--- src/rtl/cacheline_adaptor.sv ---
// Bridges a 256-bit cache line port to a 64-bit, 4-beat burst memory port.
// Handles line fills (read) and writebacks (write); one resp_o pulse per line.
module cacheline_adaptor #(
  parameter int unsigned ADDR_W  = 32,
  parameter int unsigned BURST_W = 64,
  parameter int unsigned BEATS   = 4
) (
  input  logic                       clk,
  input  logic                       rst,
  input  logic [ADDR_W-1:0]          address_i,
  input  logic                       read_i,
  input  logic                       write_i,
  input  logic [BURST_W*BEATS-1:0]   line_i,
  output logic [BURST_W*BEATS-1:0]   line_o,
  output logic                       resp_o,
  output logic [ADDR_W-1:0]          address_o,
  output logic                       read_o,
  output logic                       write_o,
  input  logic [BURST_W-1:0]         burst_i,
  output logic [BURST_W-1:0]         burst_o,
  input  logic                       resp_i
);

  localparam int unsigned LineW = BURST_W * BEATS;
  localparam int unsigned CntW  = $clog2(BEATS);
  localparam int unsigned OffW  = $clog2(LineW / 8);
  localparam logic [ADDR_W-1:0] OffMask = ADDR_W'((1 << OffW) - 1);
  localparam logic [CntW-1:0]   LastBeat = CntW'(BEATS - 1);

  typedef enum logic [1:0] {StIdle, StRead, StWrite, StDone} state_e;

  state_e              state_q, state_d;
  logic [CntW-1:0]     cnt_q, cnt_d, cnt_nxt;
  logic [LineW-1:0]    line_q, line_d;
  logic [LineW-1:0]    wline_q, wline_d;
  logic [ADDR_W-1:0]   addr_q, addr_d;
  logic [BURST_W-1:0]  burst_q, burst_d;
  logic                read_q, read_d;
  logic                write_q, write_d;
  logic                resp_q, resp_d;

  assign cnt_nxt = cnt_q + 1'b1;

  always_comb begin
    state_d = state_q;
    cnt_d   = cnt_q;
    line_d  = line_q;
    wline_d = wline_q;
    addr_d  = addr_q;
    burst_d = burst_q;
    read_d  = read_q;
    write_d = write_q;
    resp_d  = 1'b0;

    unique case (state_q)
      StIdle: begin
        // Writeback wins over fill when both are requested.
        if (write_i) begin
          wline_d = line_i;
          addr_d  = address_i & ~OffMask;
          cnt_d   = '0;
          burst_d = line_i[BURST_W-1:0];
          write_d = 1'b1;
          state_d = StWrite;
        end else if (read_i) begin
          addr_d  = address_i & ~OffMask;
          cnt_d   = '0;
          read_d  = 1'b1;
          state_d = StRead;
        end
      end
      StRead: begin
        if (resp_i) begin
          line_d[int'(cnt_q)*BURST_W +: BURST_W] = burst_i;
          if (cnt_q == LastBeat) begin
            cnt_d   = '0;
            read_d  = 1'b0;
            resp_d  = 1'b1;
            state_d = StDone;
          end else begin
            cnt_d = cnt_nxt;
          end
        end
      end
      StWrite: begin
        if (resp_i) begin
          if (cnt_q == LastBeat) begin
            cnt_d   = '0;
            write_d = 1'b0;
            resp_d  = 1'b1;
            state_d = StDone;
          end else begin
            cnt_d   = cnt_nxt;
            burst_d = wline_q[int'(cnt_nxt)*BURST_W +: BURST_W];
          end
        end
      end
      StDone: begin
        state_d = StIdle;
      end
      default: begin
        state_d = StIdle;
      end
    endcase
  end

  always_ff @(posedge clk or negedge rst) begin
    if (!rst) begin
      state_q <= StIdle;
      cnt_q   <= '0;
      line_q  <= '0;
      wline_q <= '0;
      addr_q  <= '0;
      burst_q <= '0;
      read_q  <= 1'b0;
      write_q <= 1'b0;
      resp_q  <= 1'b0;
    end else begin
      state_q <= state_d;
      cnt_q   <= cnt_d;
      line_q  <= line_d;
      wline_q <= wline_d;
      addr_q  <= addr_d;
      burst_q <= burst_d;
      read_q  <= read_d;
      write_q <= write_d;
      resp_q  <= resp_d;
    end
  end

  assign line_o    = line_q;
  assign resp_o    = resp_q;
  assign address_o = addr_q;
  assign read_o    = read_q;
  assign write_o   = write_q;
  assign burst_o   = burst_q;

endmodule

--- config.mk ---
export PLATFORM = sky130hd
export DESIGN_NAME = cacheline_adaptor
export DESIGN_NICKNAME = d
export VERILOG_FILES = /design/src/rtl/cacheline_adaptor.sv
export SDC_FILE = /design/constraint.sdc
export NUM_CORES = 1
export LEC_CHECK = 0
export CAP_MARGIN = 15
export CORE_AREA = 2 2 277 279
export CTS_CLUSTER_DIAMETER = 100
export DETAILED_ROUTE_END_ITERATION = 10
export DIE_AREA = 0 0 279 281
export PLACE_DENSITY_LB_ADDON = 0.15
export SLEW_MARGIN = 30
export SYNTH_ARGS = -nofsm -noshare
export SYNTH_HDL_FRONTEND = slang
export SYNTH_SLANG_ARGS = --single-unit
export TNS_END_PERCENT = 30
--- constraint.sdc ---
create_clock -name clk -period 6.87 [get_ports clk]
set_input_delay 1.374 -clock clk [delete_from_list [all_inputs] [get_ports clk]]
set_output_delay 1.374 -clock clk [all_outputs]
set_load 0.01 [all_outputs]
==> metrics <==
GRT overflow 0; Worst-path clk slew 0.06 ns; core area 75,400 um^2; commonest non-fill, non-tap cell in the layout clkdlybuf4s50_1; Port Buffer Count 701; critical hold path startpoint wline_q[132]$_DFFE_PN0P_; Fillers 6,732; Hold WC Path Type reg2reg; via/cell ratio 5.25; Peak Freq 266 MHz; unique cell type count in the Yosys netlist 36; drt pass-1 iters 5; CTS H-Tree Depth 3; Crit Path Class reg2reg; Yosys reg bits 610; skew final 0.0149 ns; post-synthesis compound-gate area fraction 12.0%; Static Leak 14.8 nW; M1 GR Usage 26.2%; Simple-Gate Fraction of Synth Area 3.00%; crit end category flop; CP required 7.39 ns; maxcap violations 0; GR peak layer met2; 1st-iter DRT viols 1,032; post-synthesis mux area share 19.1%; initial antenna violation count 31; Crit path buffers/inverters 3; Worst R2R Path Depth 7; Synth Cell Area 24,500 um^2; dpl hpwl 56,900 um; Syn Area/Cell 15.9 um^2; Slew Viols, Final 0; Die Footprint 78,400 um^2; DIE HEIGHT 281 um; clk root buf clkbuf_16; RSZ-0062 raised after global routing no; Hold Path End wline_q[132]$_DFFE_PN0P_; Max VDD drop 0.249 mV; Initial Utilization 32.5%; remaining antenna violation count 0; num ports 712; Area Overhead vs Synth 41.9%; critical path depth 7; delay-heaviest family, CP buffers and inverters; share of layout cells above drive strength 1 22.1%; CTS tree yes; vias in the first global route 18,100; total CTS buffers 71; worst hold path cell count 1; maximum clock insertion buffer count 3; worst reg2reg path endpoint line_o[122]$_DFFE_PN0P_; Yosys warning count 0; DRC Markers 0; critical path's slowest cell dfrtp_4; GRT Total Usage 21.5%; Synth Area in XOR/XNOR 0%; setup violators final 0; routing usage on met3 6.57%; most frequent cells in the layout clkdlybuf4s50_1 (699), dfrtp_1 (609), mux2_2 (286); setup bufs post-CTS 0; Worst slew margin 30.1%; max incr delay on CP 0.93 ns; minimum clock period after layout 3.75 ns; GPL Wtd Cong 0.825; drt wl/cell 26.4 um; Synth Instances 1,542; Final Hold Vio Count 0; sequential share of the synthesized area 62.3%; WHS 0.501 ns; Crit Path Max Fanout 39; DRT Wirelength 85,700 um; clock sinks 610; setup TNS 0 ns; largest family of logic cells by synthesized area multiplexers; RR Startpoint cnt_q[0]$_DFFE_PN0P_; CP startpoint kind flop; global-route wire length before repair 126,000 um; Worst Path Arrival 4.28 ns; Worst R2R Setup Slack 3.12 ns; outcome completed; worst slew pin tran 1.05 ns; vias 17,100; Adder-Cell Fraction of Synth Area 0.561%; # resized after CTS 0; worst-path cell chain inv_1, ha_4, nand2b_1, nor3_4, buf_6, buf_4, a22o_1; Die W 279 um; grt met2 use 35.1%; Hold-fix buffers, CTS 0; pwr/cell area 420 nW/um^2; layout net count 2,573; clk_lat worst skew 0.61 ns; crit share post-route 54.6%; largest net degree at the start of global routing 164; number of cell rows 101
==> area by class of cell <==
cell class / count / area [um^2] / share of cell area, %
diodes: 14 / 35.0 / 0.101
clock buffers: 111 / 2140 / 6.15
clock inverters: 14 / 200 / 0.575
inverters: 8 / 31.3 / 0.0899
multi-input cells: 787 / 8600 / 24.7
flip-flops and latches: 610 / 15300 / 43.9
well taps: 978 / 1220 / 3.52
repair buffers: 727 / 7300 / 21.0
==> worst max path at each step <==
stage / slack (ns) / startpoint / end
6_report: 3.12 / cnt_q[0]$_DFFE_PN0P_ / line_o[122]$_DFFE_PN0P_
5_1_grt: 2.85 / cnt_q[0]$_DFFE_PN0P_ / line_o[124]$_DFFE_PN0P_
4_1_cts: 2.98 / cnt_q[0]$_DFFE_PN0P_ / line_o[125]$_DFFE_PN0P_
3_5_place_dp: 2.76 / resp_i / line_o[169]$_DFFE_PN0P_
3_3_place_gp: 2.61 / resp_i / line_o[120]$_DFFE_PN0P_
2_1_floorplan: 4.19 / cnt_q[0]$_DFFE_PN0P_ / burst_o[25]$_DFFE_PN0P_
==> through the flow <==
| step | instances | utilization [%] | setup slack [ns] | power [mW] | cell area (um^2) |
|---|---|---|---|---|---|
| after floorplan | 1546 | - | 4.19 | 8.62 | 24500 |
| final | 3249 | 46.1 | 3.12 | 14.6 | 34800 |
| after CTS | 3234 | 46.0 | 2.98 | 14.8 | 34700 |
| after detailed placement | 3109 | 42.9 | 2.76 | 10.9 | 32400 |
| after global placement | 3107 | 42.9 | 2.61 | 10.8 | 32400 |
| after global routing | 3248 | 46.1 | 2.85 | 15.4 | 34800 |
==> sequential cells by signal, indices dropped and copies added (netlist names) <==
register,cells
cnt_q,2
write_o,1
address_o,27
line_o,256
burst_o,64
resp_o,1
read_o,1
wline_q,256
state_q,2
==> power breakdown <==
group	switching (mW)	internal [mW]
combinational	2.24	2.97
sequential	0.709	4.87
clock	1.55	2.26
==> worst reg2reg max path: cells and delay by family (launching register included) <==
family | cells | cell delay, ns
buffers and inverters | 3 | 1.09
DFF | 1 | 0.93
and+or+nand+nor | 2 | 0.78
adders and majority gates | 1 | 0.65
AOI/OAI and AO/OA | 1 | 0.24
==> logic make-up after synthesis <==
logic type,Yosys count
AND/OR/NAND/NOR,90
buffers and inverters,149
multiplexers,352
adder cells (fa/ha/maj),11
AO/OA/AOI/OAI,329
other,1
flip-flops,610
==> synth_stat cells <==
master / instances / share of area, %
dfrtp_1: 610 / 62
mux2_2: 286 / 13
a22o_1: 257 / 9.2
a221o_1: 64 / 2.6
and4_1: 64 / 2.3
clkbuf_1: 64 / 0.98
mux4_2: 64 / 5.9
buf_2: 52 / 1.1
buf_4: 13 / 0.40
ha_1: 11 / 0.56
buf_6: 8 / 0.37
inv_1: 8 / 0.12
nand3_1: 6 / 0.12
nand2_1: 5 / 0.077
nand2b_1: 4 / 0.10
buf_1: 3 / 0.046
mux2i_1: 2 / 0.082
nor2_1: 2 / 0.031
nor3_2: 2 / 0.082
a211o_1: 1 / 0.036
a221oi_1: 1 / 0.036
a22oi_1: 1 / 0.031
a31oi_1: 1 / 0.026
and3_1: 1 / 0.026
buf_8: 1 / 0.061
conb_1: 1 / 0.015
nor2b_1: 1 / 0.026
nor3_1: 1 / 0.020
nor4_1: 1 / 0.026
nor4_2: 1 / 0.051
nor4_4: 1 / 0.087
nor4b_2: 1 / 0.061
o2111ai_1: 1 / 0.036
o21ai_0: 1 / 0.020
o21ai_2: 1 / 0.036
o2bb2ai_1: 1 / 0.036
==> layer usage <==
metal  vias to the layer above  share of wire (%)
li1                       7332                  -
met1                      8908                 39
met2                       628                 49
met3                       166                7.6
met4                        28                3.9
met5                         -               0.21
Power figures use the tool's default switching activity.
